### config.mk
export PLATFORM = sky130hd
export DESIGN_NAME = seg_dynamic_param
export DESIGN_NICKNAME = d
export VERILOG_FILES = /design/src/rtl/seg_pkg.sv /design/src/rtl/bin2bcd_seq.sv /design/src/rtl/seg_dynamic_param.sv
export SDC_FILE = /design/constraint.sdc
export NUM_CORES = 1
export LEC_CHECK = 0
export CAP_MARGIN = 10
export CORE_UTILIZATION = 30
export DETAILED_ROUTE_END_ITERATION = 6
export PLACE_DENSITY_LB_ADDON = 0.3
export SYNTH_ARGS = -nofsm -noshare
export SYNTH_HDL_FRONTEND = slang
export SYNTH_HIERARCHICAL = 1
export SYNTH_SLANG_ARGS = --single-unit
### constraint.sdc
create_clock -name sys_clk -period 5.4 [get_ports sys_clk]
set_input_delay 0.81 -clock sys_clk [delete_from_list [all_inputs] [get_ports sys_clk]]
set_output_delay 0.81 -clock sys_clk [all_outputs]
set_load 0.02 [all_outputs]
### src/rtl/seg_pkg.sv
// Shared definitions for the multiplexed 7-segment display driver:
// segment codes, converter state type and BCD sizing helper.
package seg_pkg;

  // Active-low segment patterns {dp,g,f,e,d,c,b,a} for digits 0..9.
  localparam logic [7:0] SEG_DIGIT [0:9] = '{
    8'hC0, 8'hF9, 8'hA4, 8'hB0, 8'h99,
    8'h92, 8'h82, 8'hF8, 8'h80, 8'h90
  };
  localparam logic [7:0] SEG_BLANK = 8'hFF;
  localparam logic [7:0] SEG_MINUS = 8'hBF;

  // Converter sequence: snapshot, DATA_W shift steps, publish.
  typedef enum logic [1:0] {
    CONV_LOAD  = 2'd0,
    CONV_SHIFT = 2'd1,
    CONV_LATCH = 2'd2
  } conv_state_t;

  // Number of BCD nibbles needed to hold any DATA_W-bit unsigned value.
  function automatic int bcd_digits(input int data_w);
    return (data_w * 3) / 10 + 1;
  endfunction

  // Segment pattern for one BCD nibble; non-decimal nibbles render blank.
  function automatic logic [7:0] seg_code(input logic [3:0] nib);
    if (nib <= 4'd9) return SEG_DIGIT[nib];
    return SEG_BLANK;
  endfunction

endpackage

### src/rtl/bin2bcd_seq.sv
// Sequential double-dabble binary to BCD converter.
// start/done: start is sampled in LOAD; while high the converter snapshots
// bin and begins a conversion. done is high for exactly the one LATCH cycle,
// during which bcd holds the complete result; bcd is never valid otherwise.
module bin2bcd_seq
  import seg_pkg::*;
#(
  parameter int DATA_W = 20,
  parameter int BCD_D  = bcd_digits(20)
) (
  input  logic                 clk,
  input  logic                 rst_n,
  input  logic                 start,
  input  logic [DATA_W-1:0]    bin,
  output logic [4*BCD_D-1:0]   bcd,
  output logic                 done,
  output conv_state_t          state
);

  localparam int CNT_W = $clog2(DATA_W);
  localparam logic [CNT_W-1:0] LAST_STEP = CNT_W'(DATA_W - 1);

  logic [DATA_W-1:0]  bin_q;
  logic [CNT_W-1:0]   step;
  logic [4*BCD_D-1:0] bcd_adj;

  // Add-3 correction for every nibble that would overflow on the next shift.
  always_comb begin
    bcd_adj = bcd;
    for (int i = 0; i < BCD_D; i++) begin
      if (bcd[4*i +: 4] >= 4'd5) bcd_adj[4*i +: 4] = bcd[4*i +: 4] + 4'd3;
    end
  end

  // Conversion FSM with snapshot, shift engine and step counter.
  always_ff @(posedge clk) begin
    if (!rst_n) begin
      state <= CONV_LOAD;
      bin_q <= '0;
      bcd   <= '0;
      step  <= '0;
    end else begin
      case (state)
        CONV_LOAD: begin
          if (start) begin
            bin_q <= bin;
            bcd   <= '0;
            step  <= '0;
            state <= CONV_SHIFT;
          end
        end
        CONV_SHIFT: begin
          bcd   <= {bcd_adj[4*BCD_D-2:0], bin_q[DATA_W-1]};
          bin_q <= bin_q << 1;
          step  <= step + 1'b1;
          if (step == LAST_STEP) state <= CONV_LATCH;
        end
        default: state <= CONV_LOAD;
      endcase
    end
  end

  assign done = (state == CONV_LATCH);

endmodule

### src/rtl/seg_dynamic_param.sv
// Parametrised N-digit multiplexed 7-segment driver: converts binary data to
// BCD, builds per-digit codes (blanking, sign, decimal point, overflow) and
// scans them onto one-hot digit selects with optional per-digit blink.
module seg_dynamic_param
  import seg_pkg::*;
#(
  parameter int          DIGITS    = 6,
  parameter int          DATA_W    = 20,
  parameter logic [15:0] CNT_MAX   = 16'd49_999,
  parameter logic [24:0] BLINK_MAX = 25'd24_999_999
) (
  input  logic              sys_clk,
  input  logic              sys_rst_n,
  input  logic [DATA_W-1:0] data,
  input  logic [DIGITS-1:0] point,
  input  logic              sign,
  input  logic [DIGITS-1:0] blink,
  input  logic              seg_en,
  output logic [DIGITS-1:0] sel,
  output logic [7:0]        seg
);

  localparam int BCD_D = bcd_digits(DATA_W);
  localparam int NIB_N = (BCD_D > DIGITS) ? BCD_D : DIGITS;
  localparam int IDX_W = $clog2(DIGITS);
  localparam logic [IDX_W-1:0] IDX_LAST = IDX_W'(DIGITS - 1);

  logic [4*BCD_D-1:0] bcd;
  logic [4*NIB_N-1:0] bcd_ext;
  logic               conv_done;
  conv_state_t        conv_state;

  logic [DIGITS-1:0]  point_q;
  logic               sign_q;
  logic [7:0]         code_next [DIGITS];
  logic [7:0]         code_q    [DIGITS];

  logic [15:0]        cnt;
  logic [IDX_W-1:0]   idx;
  logic [24:0]        blink_cnt;
  logic               blink_phase;

  int msd;
  int pt_top;
  int top;
  logic ovf;

  bin2bcd_seq #(.DATA_W(DATA_W), .BCD_D(BCD_D)) u_bin2bcd (
    .clk   (sys_clk),
    .rst_n (sys_rst_n),
    .start (1'b1),
    .bin   (data),
    .bcd   (bcd),
    .done  (conv_done),
    .state (conv_state)
  );

  assign bcd_ext = (4*NIB_N)'(bcd);

  // Snapshot sign and decimal points alongside the converter's data snapshot.
  always_ff @(posedge sys_clk) begin
    if (!sys_rst_n) begin
      point_q <= '0;
      sign_q  <= 1'b0;
    end else if (conv_state == CONV_LOAD) begin
      point_q <= point;
      sign_q  <= sign;
    end
  end

  // Display code generation from the finished BCD value.
  always_comb begin
    msd    = 0;
    pt_top = 0;
    ovf    = 1'b0;
    for (int i = 0; i < NIB_N; i++) begin
      if (bcd_ext[4*i +: 4] != 4'd0) begin
        msd = i;
        if (i >= DIGITS) ovf = 1'b1;
      end
    end
    for (int i = 0; i < DIGITS; i++) begin
      if (point_q[i]) pt_top = i;
    end
    top = (msd > pt_top) ? msd : pt_top;
    if (sign_q && (top == DIGITS - 1)) ovf = 1'b1;
    for (int i = 0; i < DIGITS; i++) begin
      if (ovf) begin
        code_next[i] = SEG_MINUS;
      end else if (i <= top) begin
        code_next[i] = seg_code(bcd_ext[4*i +: 4]) & (point_q[i] ? 8'h7F : 8'hFF);
      end else if (sign_q && (i == top + 1)) begin
        code_next[i] = SEG_MINUS;
      end else begin
        code_next[i] = SEG_BLANK;
      end
    end
  end

  // Display registers update atomically once per finished conversion.
  always_ff @(posedge sys_clk) begin
    if (!sys_rst_n) begin
      for (int i = 0; i < DIGITS; i++) code_q[i] <= SEG_BLANK;
    end else if (conv_done) begin
      for (int i = 0; i < DIGITS; i++) code_q[i] <= code_next[i];
    end
  end

  // Scan divider and digit index.
  always_ff @(posedge sys_clk) begin
    if (!sys_rst_n) begin
      cnt <= '0;
      idx <= '0;
    end else if (cnt == CNT_MAX) begin
      cnt <= '0;
      idx <= (idx == IDX_LAST) ? '0 : idx + 1'b1;
    end else begin
      cnt <= cnt + 1'b1;
    end
  end

  // Blink half-period counter and phase.
  always_ff @(posedge sys_clk) begin
    if (!sys_rst_n) begin
      blink_cnt   <= '0;
      blink_phase <= 1'b0;
    end else if (blink_cnt == BLINK_MAX) begin
      blink_cnt   <= '0;
      blink_phase <= ~blink_phase;
    end else begin
      blink_cnt <= blink_cnt + 1'b1;
    end
  end

  // Registered digit select and segment outputs.
  always_ff @(posedge sys_clk) begin
    if (!sys_rst_n || !seg_en) begin
      sel <= '0;
      seg <= SEG_BLANK;
    end else begin
      sel <= DIGITS'(1) << idx;
      seg <= (blink_phase && blink[idx]) ? SEG_BLANK : code_q[idx];
    end
  end

endmodule
==> implementation parameters <==
Parameter                              Value

Global route
  Busiest layer in global routing ... met2
  Met2 track demand over resource ... 19.9%
  Sum of overflow across all layers after global routing ... 0
  Maximum number of pins on one net before global-route repair ... 49
  Met1 GRT Util ... 18.8%
  Combined global-route utilization of all metal layers ... 13.2%
  Via count of the first global-routing pass ... 6226
  Global-route wire length before repair ... 32.4 mm
  Met3 usage ... 2.57%
  Antenna violations before repair ... 0

Synthesis
  Average size of a mapped cell ... 9.56 um^2
  Most used flip-flop cell after synthesis ... sky130_fd_sc_hd__dfxtp_1
  Async set or reset register ratio after synthesis ... 0%
  Cell variety after synth ... 79
  Syn Inst Count ... 941
  Net count of the mapped netlist ... 1027
  Synth Register Bits ... ~170
  Count of flip-flops with a built-in enable after synthesis ... 48
  Sequential fraction of the synthesis area ... 43.0%
  Cell area after technology mapping ... 8990 um^2
  Number of synthesis warnings ... 6

Critical path
  Cell-by-cell trace of the critical path ... inv_1 -> ha_1 -> or3b_1 -> a311oi_4 -> nor2_1 -> inv_1 -> ha_1 -> and3b_1 -> o211ai_1 -> a2bb2oi_4 -> nand2_1 -> ha_1 -> a21oi_1 -> o21ai_0 -> a31o_2
  Slowest stage delay, CP ... 0.43 ns
  Most common cell type on the critical path ... sky130_fd_sc_hd__ha_1
  Critical Path Fanout Max ... 7
  Data required time of the critical path ... approximately 5.6 ns
  Kind of launch point of the worst setup path ... register
  Critical-path top delay cell ... sky130_fd_sc_hd__or3b_1
  Arrival time worst endpoint ... 4.42 ns
  Worst setup path class ... reg2reg
  Kind of capture point of the worst setup path ... register

Pwr
  Tot Pwr ... 2.80 mW
  Pwr per Cell Area ... 271 nW/um^2
  Sequential Power Share ... 48.2%
  Switching fraction of total power ... about 26%
  Switch Pwr ... about 0.7 mW
  Worst voltage drop across the vdd grid ... 0.195 mV
  Clock share of power ... 42.8%
  Leak pwr ... 3.53 nW
  Internal power contribution ... 2.08 mW
  Share of power burned in combinational logic ... 9.0%

Layout
  Most frequent standard cell in the layout excluding fill and tap cells ... sky130_fd_sc_hd__dfxtp_1
  Layout Nets ... ~1100
  Most frequent cells in the layout ... sky130_fd_sc_hd__dfxtp_1, sky130_fd_sc_hd__nor2_1, sky130_fd_sc_hd__nand2_1
  Layout area overhead ... 14.7%
  Share of final-layout standard cells stronger than drive strength 1 ... 8.17%
  Antenna Diode Count ... 0

Worst hold path
  HP Class ... reg2reg

Timing
  Number of endpoints failing setup at the final stage ... 0
  Count of pins over their slew limit ... 0
  Measured slew at the worst slew-check pin ... 1.13 ns
  Final clock period utilization by the worst path ... between 70% and 80%
  Count of final hold-check violations ... 0
  Setup repair after global routing missed its margin ... false
  Sum of negative setup slack ... 0 ns
  Relative slew slack ... between 20% and 30%
  Largest clock skew in the final design ... 0.0116 ns
  Fin crit period ... about 4.2 ns
  Maximum clock rate ... 236 MHz

Detailed routing
  Routed vias/inst ... roughly 4.9
  Final routed wirelength across all metal layers ... 20.0 mm
  First DRT Iteration DRCs ... 512
  Count of antenna-violating nets left after detailed routing ... 0
  WL/cell ... about 15 um
  Residual DRC ... 2
  Number of iterations in the first detailed-routing pass ... 7
  Via count of the routed design ... 6714

Clock network
  Max Root-Sink Buffers ... 2
  Total clock buffers created by CTS ... 17
  Clock Sink Count ... 169
  H-tree levels ... 4
  Post-cts resize count ... 0
  Clock-pin slew on the worst setup and hold paths ... about 0.07 ns
  CTS tree ... yes
  Clk_lat worst skew ... 0.43 ns
  Hold-fix buffer count after cts ... 0
  Clock Tree Root ... sky130_fd_sc_hd__clkbuf_16
  Post-CTS Setup Bufs ... 0

Floorplanning
  Die Wd ... 175 um
  Overall die area ... between 30000 and 40000 um^2
  Core Box Area ... 29600 um^2
  I/O Pins ... 50
  Cell row count ... between 60 and 70
  Initial core utilization ... 30.4%
  Chip height ... 175 um

Placement
  HPWL reported at the end of detailed placement ... 14.0 mm
  Final weighted congestion of routability-driven global placement ... 0.789
  Number of buffers inserted by port buffering ... 49

Outcome
  Failing checks ... design-rule violations
  Run status ... complete, but fails checks

Job
  Max_cap viols ... 0
layer usage:
metal | vias to the layer above | part of all wire [%]
li1 | 3419 | -
met1 | 3138 | 53
met2 | 136 | 42
met3 | 21 | 3.8
met4 | 0 | 1.4
met5 | - | 0
flip-flops by register name, indices dropped and copies added, names as in the netlist:
register / cells
u_bin2bcd/step: 5
idx: 3
u_bin2bcd/state: 2
u_bin2bcd/bin_q: 20
cnt: 16
code_q: 48
sel: 6
seg: 8
blink_phase: 1
blink_cnt: 25
u_bin2bcd/bcd: 28
point_q: 6
sign_q: 1
Yosys cell counts, drive strengths merged (3+ instances only):
cell type  count  area share (%)
o21a           3            0.25
nor2b         26             1.9
o22ai         13            0.97
mux2i         17             1.9
a21o           5            0.50
or3b           3            0.32
nor4           7            0.49
inv           45             1.9
o31ai         12             1.2
edfxtp        48              16
buf           24             1.8
dfxtp        121              27
a21oi         55             3.1
xnor2         24             2.3
a22o          15             1.5
and2          10            0.70
o21ai         45             2.5
a31oi          5            0.42
o21bai        10            0.96
or4            4            0.42
mux4           9             2.3
nor3b         10            0.83
nor3           9            0.50
xor2          26             2.5
or3            3            0.21
nand4         10            0.70
a21boi        10            0.83
clkbuf        23            0.96
nand3         29             1.6
o32ai          5            0.49
or2            4            0.28
nand2         69             2.9
ha            50             7.0
o211ai        12             1.1
nor2         103             4.4
nand2b        20             1.4
o221a         15             1.9
and3          14            0.97
a32o           6            0.67
cell families after synthesis:
logic type / count (synthesis) / share of synthesized area (%)
muxes: 27 / 4.27
AOI/OAI and AO/OA: 225 / 18.1
and+or+nand+nor: 327 / 18.2
buffers and inverters: 92 / 4.62
adders and majority gates: 50 / 6.96
DFF: 169 / 43.0
xor gates and xnor gates: 50 / 4.87
other: 1 / 0.0417
path summary, 6_finish.rpt:
check	startpoint	slack, ns	cells after the start	end
min reg2reg	cnt[0]	0.45	1	cnt[0]
max	u_bin2bcd/bcd[20]	1.16	15	code_q[3][6]
min	cnt[0]	0.45	1	cnt[0]
max reg2reg	u_bin2bcd/bcd[20]	1.16	15	code_q[3][6]
per-stage QoR:
stage	worst slack, ns	area, um^2	util (%)	cells	hold WS (ns)
2_1_floorplan	1.68	8990	-	941	0.413
3_3_place_gp	1.41	9750	33.0	1337	0.429
3_5_place_dp	1.25	9750	33.0	1337	0.437
4_1_cts	1.23	10300	34.9	1369	0.453
5_1_grt	0.850	10300	34.9	1369	0.468
6_report	1.16	10300	34.9	1369	0.452
power groups by stage:
stage                     clock network [mW]  registers (mW)  logic, mW
after floorplan                            0            1.37      0.184
after global placement                     0            1.38      0.249
after detailed placement                   0            1.38      0.250
after CTS                               1.23            1.35      0.251
after global routing                    1.28            1.35      0.276
final                                   1.20            1.35      0.252
layout make-up:
cell class,count,area [um^2]
Multi-Input combinational cell,680,4720
Clock buffer,19,433
Tap cell,390,488
Sequential cell,169,3860
Clock inverter,13,133
Timing Repair Buffer,53,515
Fill cell,3032,19200
Inverter,45,169
worst max-delay path, delay by kind of cell, from the launching register on:
family,cells,cell delay [ns]
AOI/OAI and AO/OA,6,1.91
and+or+nand+nor,4,0.82
adders and majority gates,3,0.67
DFF,1,0.38
buffers and inverters,2,0.21
Power figures use the tool's default switching activity.
